### config.mk
export PLATFORM = sky130hd
export DESIGN_NAME = multiply_block_flat
export DESIGN_NICKNAME = d
export VERILOG_FILES = /design/src/rtl/multiply_if.sv /design/src/rtl/multiply_block.sv /design/src/flat_wrapper.sv
export SDC_FILE = /design/constraint.sdc
export NUM_CORES = 1
export LEC_CHECK = 0
export ABC_AREA = 1
export BUFFER_PORTS_ARGS = -buffer_cell sky130_fd_sc_hd__buf_2
export CAP_MARGIN = 20
export CORE_UTILIZATION = 30
export CTS_CLUSTER_DIAMETER = 40
export DETAILED_ROUTE_END_ITERATION = 10
export HOLD_SLACK_MARGIN = 0.05
export PLACE_DENSITY = 0.49
export SYNTH_ARGS = -nofsm -noshare
export SYNTH_HDL_FRONTEND = slang
export SYNTH_SLANG_ARGS = --single-unit
export TNS_END_PERCENT = 20
### constraint.sdc
create_clock -name clk -period 2.4 [get_ports clk]
set_input_delay 0.36 -clock clk [delete_from_list [all_inputs] [get_ports clk]]
set_output_delay 0.36 -clock clk [all_outputs]
set_load 0.02 [all_outputs]
### src/rtl/multiply_if.sv
// Start/done handshake bundle for the sequential shift-add multiplier.
interface multiply_if #(
  parameter int N = 4
);
  logic [N-1:0]   a;
  logic [N-1:0]   b;
  logic           start;
  logic [2*N-1:0] p;
  logic           done_multiply;
  logic           busy;

  modport master (
    output a, b, start,
    input  p, done_multiply, busy
  );

  modport slave (
    input  a, b, start,
    output p, done_multiply, busy
  );
endinterface

### src/rtl/multiply_block.sv
// Sequential unsigned shift-add multiplier, one multiplier bit per clock.
// Product and a one-cycle done pulse appear N+1 edges after the start edge.
module multiply_block #(
  parameter int N = 4
) (
  input logic      clk,
  input logic      rst,
  multiply_if.slave bus
);
  localparam int W  = 2 * N;
  localparam int CW = $clog2(N + 1);

  typedef enum logic [1:0] {
    IDLE,
    RUN,
    DONE
  } state_t;

  state_t         state;
  state_t         state_nxt;
  logic           start_d;
  logic           start_ev;
  logic [W-1:0]   mcand;
  logic [W-1:0]   acc;
  logic [W-1:0]   acc_nxt;
  logic [W-1:0]   p;
  logic [N-1:0]   mplier;
  logic [CW-1:0]  count;
  logic           done;

  assign start_ev = bus.start & ~start_d;
  assign acc_nxt  = mplier[0] ? acc + mcand : acc;

  always_comb begin
    state_nxt = state;
    case (state)
      IDLE:    if (start_ev) state_nxt = RUN;
      RUN:     if (count == CW'(1)) state_nxt = DONE;
      DONE:    state_nxt = IDLE;
      default: state_nxt = IDLE;
    endcase
  end

  always_ff @(posedge clk) begin
    if (rst) begin
      state   <= IDLE;
      start_d <= 1'b0;
      mcand   <= '0;
      mplier  <= '0;
      acc     <= '0;
      count   <= '0;
      p       <= '0;
      done    <= 1'b0;
    end else begin
      state   <= state_nxt;
      start_d <= bus.start;
      done    <= 1'b0;
      case (state)
        IDLE: begin
          if (start_ev) begin
            mcand  <= {{N{1'b0}}, bus.a};
            mplier <= bus.b;
            acc    <= '0;
            count  <= CW'(N);
          end
        end
        RUN: begin
          acc    <= acc_nxt;
          mcand  <= mcand << 1;
          mplier <= mplier >> 1;
          count  <= count - CW'(1);
        end
        // publish the finished accumulator as the new product
        DONE: begin
          p    <= acc;
          done <= 1'b1;
        end
        default: ;
      endcase
    end
  end

  assign bus.p             = p;
  assign bus.done_multiply = done;
  assign bus.busy          = (state == RUN);
endmodule

### src/flat_wrapper.sv
// flat-port wrapper written by rule: the top's interface ports become plain ports
module multiply_block_flat 
#(
  parameter int N = 4
)
  (clk, rst, bus_a, bus_b, bus_start, bus_p, bus_done_multiply, bus_busy);
  multiply_if #(.N(N)) bus_i ();
  input logic clk;
  input logic rst;
  input wire logic [$bits(bus_i.a)-1:0] bus_a;
  input wire logic [$bits(bus_i.b)-1:0] bus_b;
  input wire logic [$bits(bus_i.start)-1:0] bus_start;
  output wire logic [$bits(bus_i.p)-1:0] bus_p;
  output wire logic [$bits(bus_i.done_multiply)-1:0] bus_done_multiply;
  output wire logic [$bits(bus_i.busy)-1:0] bus_busy;
  assign bus_i.a = bus_a;
  assign bus_i.b = bus_b;
  assign bus_i.start = bus_start;
  assign bus_p = bus_i.p;
  assign bus_done_multiply = bus_i.done_multiply;
  assign bus_busy = bus_i.busy;
  multiply_block #(.N(N)) u_core (.clk(clk), .rst(rst), .bus(bus_i));
endmodule
* Yosys cells after proc, flatten, opt, wreduce, memory -nomap -nowiden
Index checks and enable logic that the tools add are counted. W data, S select, Z words.
Word-level totals: register bits 35, input bits 11
Operators by class: add/sub/neg operators 2, eq/ne operators 6, mux-type cells 13, bitwise logic cells 2, reduce and logical (&&, ||, !) cells 5
Operators by type and width (count):
- $pmux W8 S2 | 2
- $mux W8 | 3
- $add A8 B8 Y8 | 1
- $pmux W4 S2 | 1
- $ne A2 B1 Y1 const B | 3
- $pmux W3 S2 | 1
- $mux W2 | 2
- $mux W4 | 1
- $pmux W2 S2 | 1
- $reduce_and A2 Y1 | 2
- $eq A3 B1 Y1 const B | 1
- $mux W3 | 1
- $reduce_and A3 Y1 | 1
- $sub A3 B1 Y3 const B | 1
- $eq A2 B1 Y1 const B | 1
- $eq A2 B2 Y1 const B | 1
- $logic_not A2 Y1 | 1
- $reduce_bool A2 Y1 | 1
- $and A1 B1 Y1 | 1
- $mux W1 | 1
- $not A1 Y1 | 1

* Longest topological paths before layout
depth after elaboration 4, gate-level depth with buffers 9, mapped depth without buffers 9

* Worst setup path before layout
OpenSTA, ideal clock, no wires.
kind register -> register, from register u_core.acc[0], to register u_core.acc[4], library setup time 0.132 ns, arrival time 1.427 ns, required time 2.268 ns, path slack 0.840 ns, stages on the path, launching flop included 8, buffers on the path 0, period minus slack after synthesis 1.560 ns, path through dfxtp_1 > ha_1 > fa_1 > nand3_1 > nand2_1 > or2_2 > nand3_1 > a21oi_1
Between the ends: word-level cells in the longest chain between the ends 3
Ends and longest elaborated chain:
- start, declared | RTL line multiply_block.sv:24 | logic [W-1:0] acc;
- start signal, assigned | RTL line multiply_block.sv:68 | acc <= acc_nxt;
- $add A8 B8 Y8 | RTL line multiply_block.sv:32 | assign acc_nxt = mplier[0] ? acc + mcand : acc;
- $mux W8 | RTL line multiply_block.sv:32
- $pmux W8 S2 | RTL line multiply_block.sv:58 | case (state)
No other way between the ends. The select of a mux whose other input is x is not followed. A chain may end at the register's enable or synchronous reset.

* Worst setup path after layout
from register u_core.state[0], to output bus_busy
Between the ends: word-level cells in the longest chain between the ends 1
Ends and longest elaborated chain:
- start, declared | RTL line multiply_block.sv:19 | state_t state;
- start signal, assigned | RTL line multiply_block.sv:55 | state <= state_nxt;
- $eq A2 B1 Y1 | RTL line multiply_block.sv:85 | assign bus.busy = (state == RUN);
- end, declared | RTL line flat_wrapper.sv:15 | output wire logic [$bits(bus_i.busy)-1:0] bus_busy;
No other way between the ends.

==> tab_implementation.tex <==
\begin{tabular}{lr}
\hline
Metric & Value \\
\hline
\multicolumn{2}{l}{\textbf{Logic synthesis}} \\
Flip-flop and latch count after synthesis & 35 \\
Net Count, Synth & 239 \\
Register area share after synthesis & 42.9\% \\
Synthesized instance count & 218 \\
Post-synth EDFFs & 0 \\
Synth cell types & 24 \\
Post-Syn Area per Cell & 7.50 sq um \\
Most used flip-flop cell after synthesis & sky130\_fd\_sc\_hd\_\_dfxtp\_1 \\
Post-synthesis async set-or-reset flop share & 0\% \\
Syn. warnings & 0 \\
Cell area after technology mapping & 0.00163 sq mm \\
\multicolumn{2}{l}{\textbf{Power}} \\
Net switching power of the design & 0.346 mW \\
Combinational cell fraction of total power & 12.6\% \\
Switching power as a share of total power & 25.5\% \\
Relative contribution of sequential cells to total power & 47.2\% \\
Maximum vdd ir drop & 337 uV \\
Clock share of power & 40.2\% \\
Power density over the cells & 710 mW/mm\^{}2 \\
LEAKAGE & 0.924 nW \\
Internal & 1.01 mW \\
\multicolumn{2}{l}{\textbf{Final layout}} \\
Register area & 701 sq um \\
Share of layout cells above drive strength 1 & 17.8\% \\
Antenna diode count & 0 \\
Final-layout fill cell count & 572 \\
Final nets & 261 \\
Multi-input gate area & 815 sq um \\
Filler-free cell count of the finished design & 311 \\
Area growth from synthesis to layout & 16.8\% \\
Final design instance area without fill & 0.00191 sq mm \\
\multicolumn{2}{l}{\textbf{Routing}} \\
Starting DRC count in detailed routing & 49 \\
Pre-Repair DR Iteration Count & 4 \\
Detail-routed net length per standard cell & 11.2 um \\
Via total after detailed routing & 1412 \\
Residual DRC & 0 \\
Sum of routed wire length over all layers & 3.49 mm \\
Post-DRT Antenna Nets & 0 \\
Drt via density & 4.54 \\
\multicolumn{2}{l}{\textbf{CTS}} \\
Clock latency of the later-clocked register in the worst-skew pair & 0.29 ns \\
Resized cells post-CTS & 0 \\
Clock transition time at the flip-flop clock pins of the worst setup and hold paths & 0.07 ns \\
Max Root-Sink Buffers & 2 \\
CTS Root Buffer Type & sky130\_fd\_sc\_hd\_\_clkbuf\_8 \\
H-tree levels & 2 \\
Count of hold buffers inserted by post-cts repair & 0 \\
TritonCTS clock tree & done \\
CTS buffer count & 5 \\
CTS sink count & 35 \\
Post-CTS Setup Bufs & 0 \\
\multicolumn{2}{l}{\textbf{Floorplanning}} \\
Horizontal die dimension & 75.8 um \\
Area of the core & 0.00517 sq mm \\
Starting Density & 31.6\% \\
Std cell rows & 26 \\
Io pins & 21 \\
Die area & 0.00575 sq mm \\
Vertical die dimension & 75.8 um \\
\multicolumn{2}{l}{\textbf{Place}} \\
RePlAce Congestion & 0.808 \\
Count of input and output buffers & 20 \\
Detailed placer's ending HPWL & 2.49 mm \\
Worst slack at placement & 0.763 ns \\
Placed cell count & 303 \\
Cell area after placement & 0.00179 sq mm \\
\multicolumn{2}{l}{\textbf{Timing}} \\
Setup\_tns & 0 ns \\
Final count of hold timing violations & 0 \\
Crit path time final & 1.67 ns \\
Slew Viols, Final & 0 \\
Highest attainable clock frequency & 0.599 GHz \\
PnR worst setup slack & 0.730 ns \\
Clock Skew & 0.00417 ns \\
Transition time of the tightest slew-check pin & 0.494 ns \\
Setup repair after global routing missed its margin & no \\
Crit share post-route & 69.6\% \\
Setup Viol. Count Final & 0 \\
Worst-case headroom to the max-slew limit & 67.0\% \\
\multicolumn{2}{l}{\textbf{Global routing}} \\
Initial antenna violation count & 0 \\
Largest net degree at the start of global routing & 20 \\
Via count of the first global-routing pass & 1300 \\
Combined global-route utilization of all metal layers & 14.1\% \\
Global-route wire length before repair & 5.90 mm \\
Grt ovf & 0 \\
\multicolumn{2}{l}{\textbf{Critical path}} \\
CP arrival & 1.31 ns \\
CP Data Required Time & 2.04 ns \\
Max FO, Critical Path & 16 \\
Crit. End Element & output pin \\
Kind of critical path & reg -> out \\
Startpoint type of the worst setup path & flop \\
\multicolumn{2}{l}{\textbf{Run}} \\
Number of maximum-capacitance violations & 0 \\
\multicolumn{2}{l}{\textbf{Run status}} \\
Run status & finished, final reports clean \\
\multicolumn{2}{l}{\textbf{Min path}} \\
Worst min-delay path class & in -> reg \\
\hline
\end{tabular}
## registers in the layout (all words and copies together) (netlist names)
register and count:
u_core.acc 8, u_core.bus.p 8, u_core.mcand 8, u_core.mplier 4, u_core.count 3, u_core.state 2
u_core.bus.done_multiply 1, u_core.start_d 1
## synth_stat cells (2+ instances only)
cell                      instances  area (sq um)
sky130_fd_sc_hd__ha_1             9           113
sky130_fd_sc_hd__nand3_1         11          55.1
sky130_fd_sc_hd__buf_2            3          15.0
sky130_fd_sc_hd__nor2_2           2          12.5
sky130_fd_sc_hd__inv_2            6          22.5
sky130_fd_sc_hd__o21ai_1          7          35.0
sky130_fd_sc_hd__xor2_1           3          26.3
sky130_fd_sc_hd__a31oi_1          6          37.5
sky130_fd_sc_hd__dfxtp_1         35           701
sky130_fd_sc_hd__nor2_1          25          93.8
sky130_fd_sc_hd__inv_1           16          60.1
sky130_fd_sc_hd__a21oi_1         21           105
sky130_fd_sc_hd__nand2_1         51           191
sky130_fd_sc_hd__o21ai_0         13          65.1
## cell families (layout without fill, tap and decap cells)
| logic type | count (synthesis) | after routing | synth area share, % |
|---|---|---|---|
| and+or+nand+nor | 93 | 93 | 23.7 |
| AOI/OAI and AO/OA | 49 | 49 | 16.4 |
| DFF | 35 | 35 | 42.9 |
| buffers and inverters | 28 | 51 | 7.27 |
| adders and majority gates | 10 | 10 | 8.12 |
| xor gates and xnor gates | 3 | 3 | 1.61 |
## routing by layer
layer	part of all wire, %	vias up	global-route usage, %
met3	3.8	7	3.70
met5	0	-	0
met2	41	27	21.3
met4	2.1	0	6.79
li1	-	752	-
met1	53	626	18.6
## area by class of cell
| cell class | instances | area share [%] |
|---|---|---|
| timing repair buffer | 20 | 5.24 |
| sequential | 35 | 36.7 |
| clock inverter | 2 | 1.83 |
| tap | 70 | 4.59 |
| inverter | 23 | 4.65 |
| clock buffer | 6 | 4.33 |
| multi-input combinational | 155 | 42.7 |
## stage by stage
step	hold slack (ns)	utilization [%]	power, mW
2_1_floorplan	0.440	-	0.783
3_3_place_gp	0.458	34.6	0.826
3_5_place_dp	0.465	34.6	0.826
4_1_cts	0.305	36.9	1.38
5_1_grt	0.319	36.9	1.44
6_report	0.307	36.9	1.36
## placed cells by master (no fill, tap or decap)
master                       n
sky130_fd_sc_hd__nand2_1    51
sky130_fd_sc_hd__dfxtp_1    35
sky130_fd_sc_hd__nor2_1     25
sky130_fd_sc_hd__a21oi_1    21
sky130_fd_sc_hd__buf_2      20
sky130_fd_sc_hd__inv_1      16
sky130_fd_sc_hd__o21ai_0    13
sky130_fd_sc_hd__nand3_1    11
sky130_fd_sc_hd__ha_1        9
sky130_fd_sc_hd__o21ai_1     7
sky130_fd_sc_hd__inv_2       6
sky130_fd_sc_hd__a31oi_1     6
sky130_fd_sc_hd__clkbuf_8    6
sky130_fd_sc_hd__xor2_1      3
sky130_fd_sc_hd__nor2_2      2
sky130_fd_sc_hd__nor2_4      1
sky130_fd_sc_hd__nand2_2     1
sky130_fd_sc_hd__or2_2       1
sky130_fd_sc_hd__o21ai_2     1
sky130_fd_sc_hd__nand2_4     1
sky130_fd_sc_hd__inv_4       1
sky130_fd_sc_hd__o32ai_2     1
sky130_fd_sc_hd__fa_1        1
sky130_fd_sc_hd__bufinv_16   1
sky130_fd_sc_hd__clkinv_2    1
## power by group through the flow
stage	combinational [mW]	clock, mW	sequential (mW)
6_report	0.170	0.545	0.640
5_1_grt	0.199	0.601	0.644
4_1_cts	0.173	0.571	0.639
3_5_place_dp	0.173	0	0.653
3_3_place_gp	0.174	0	0.651
2_1_floorplan	0.134	0	0.649
## critical path: stages, from the launching register on
cell,delay [ns]
sky130_fd_sc_hd__dfxtp_1,0.39
sky130_fd_sc_hd__inv_2,0.07
sky130_fd_sc_hd__nor2_4,0.31
sky130_fd_sc_hd__buf_2,0.24
## final timing paths
kind               startpoint          endpoint  slack [ns]  cells after the start
max           u_core.state[0]          bus_busy        0.73                      3
min                 bus_start    u_core.start_d        0.31                      3
max reg2reg     u_core.acc[0]     u_core.acc[4]        0.74                      7
min reg2reg  u_core.mplier[3]  u_core.mplier[3]        0.47                      2
No activity file was read; power rests on OpenSTA's default activity.
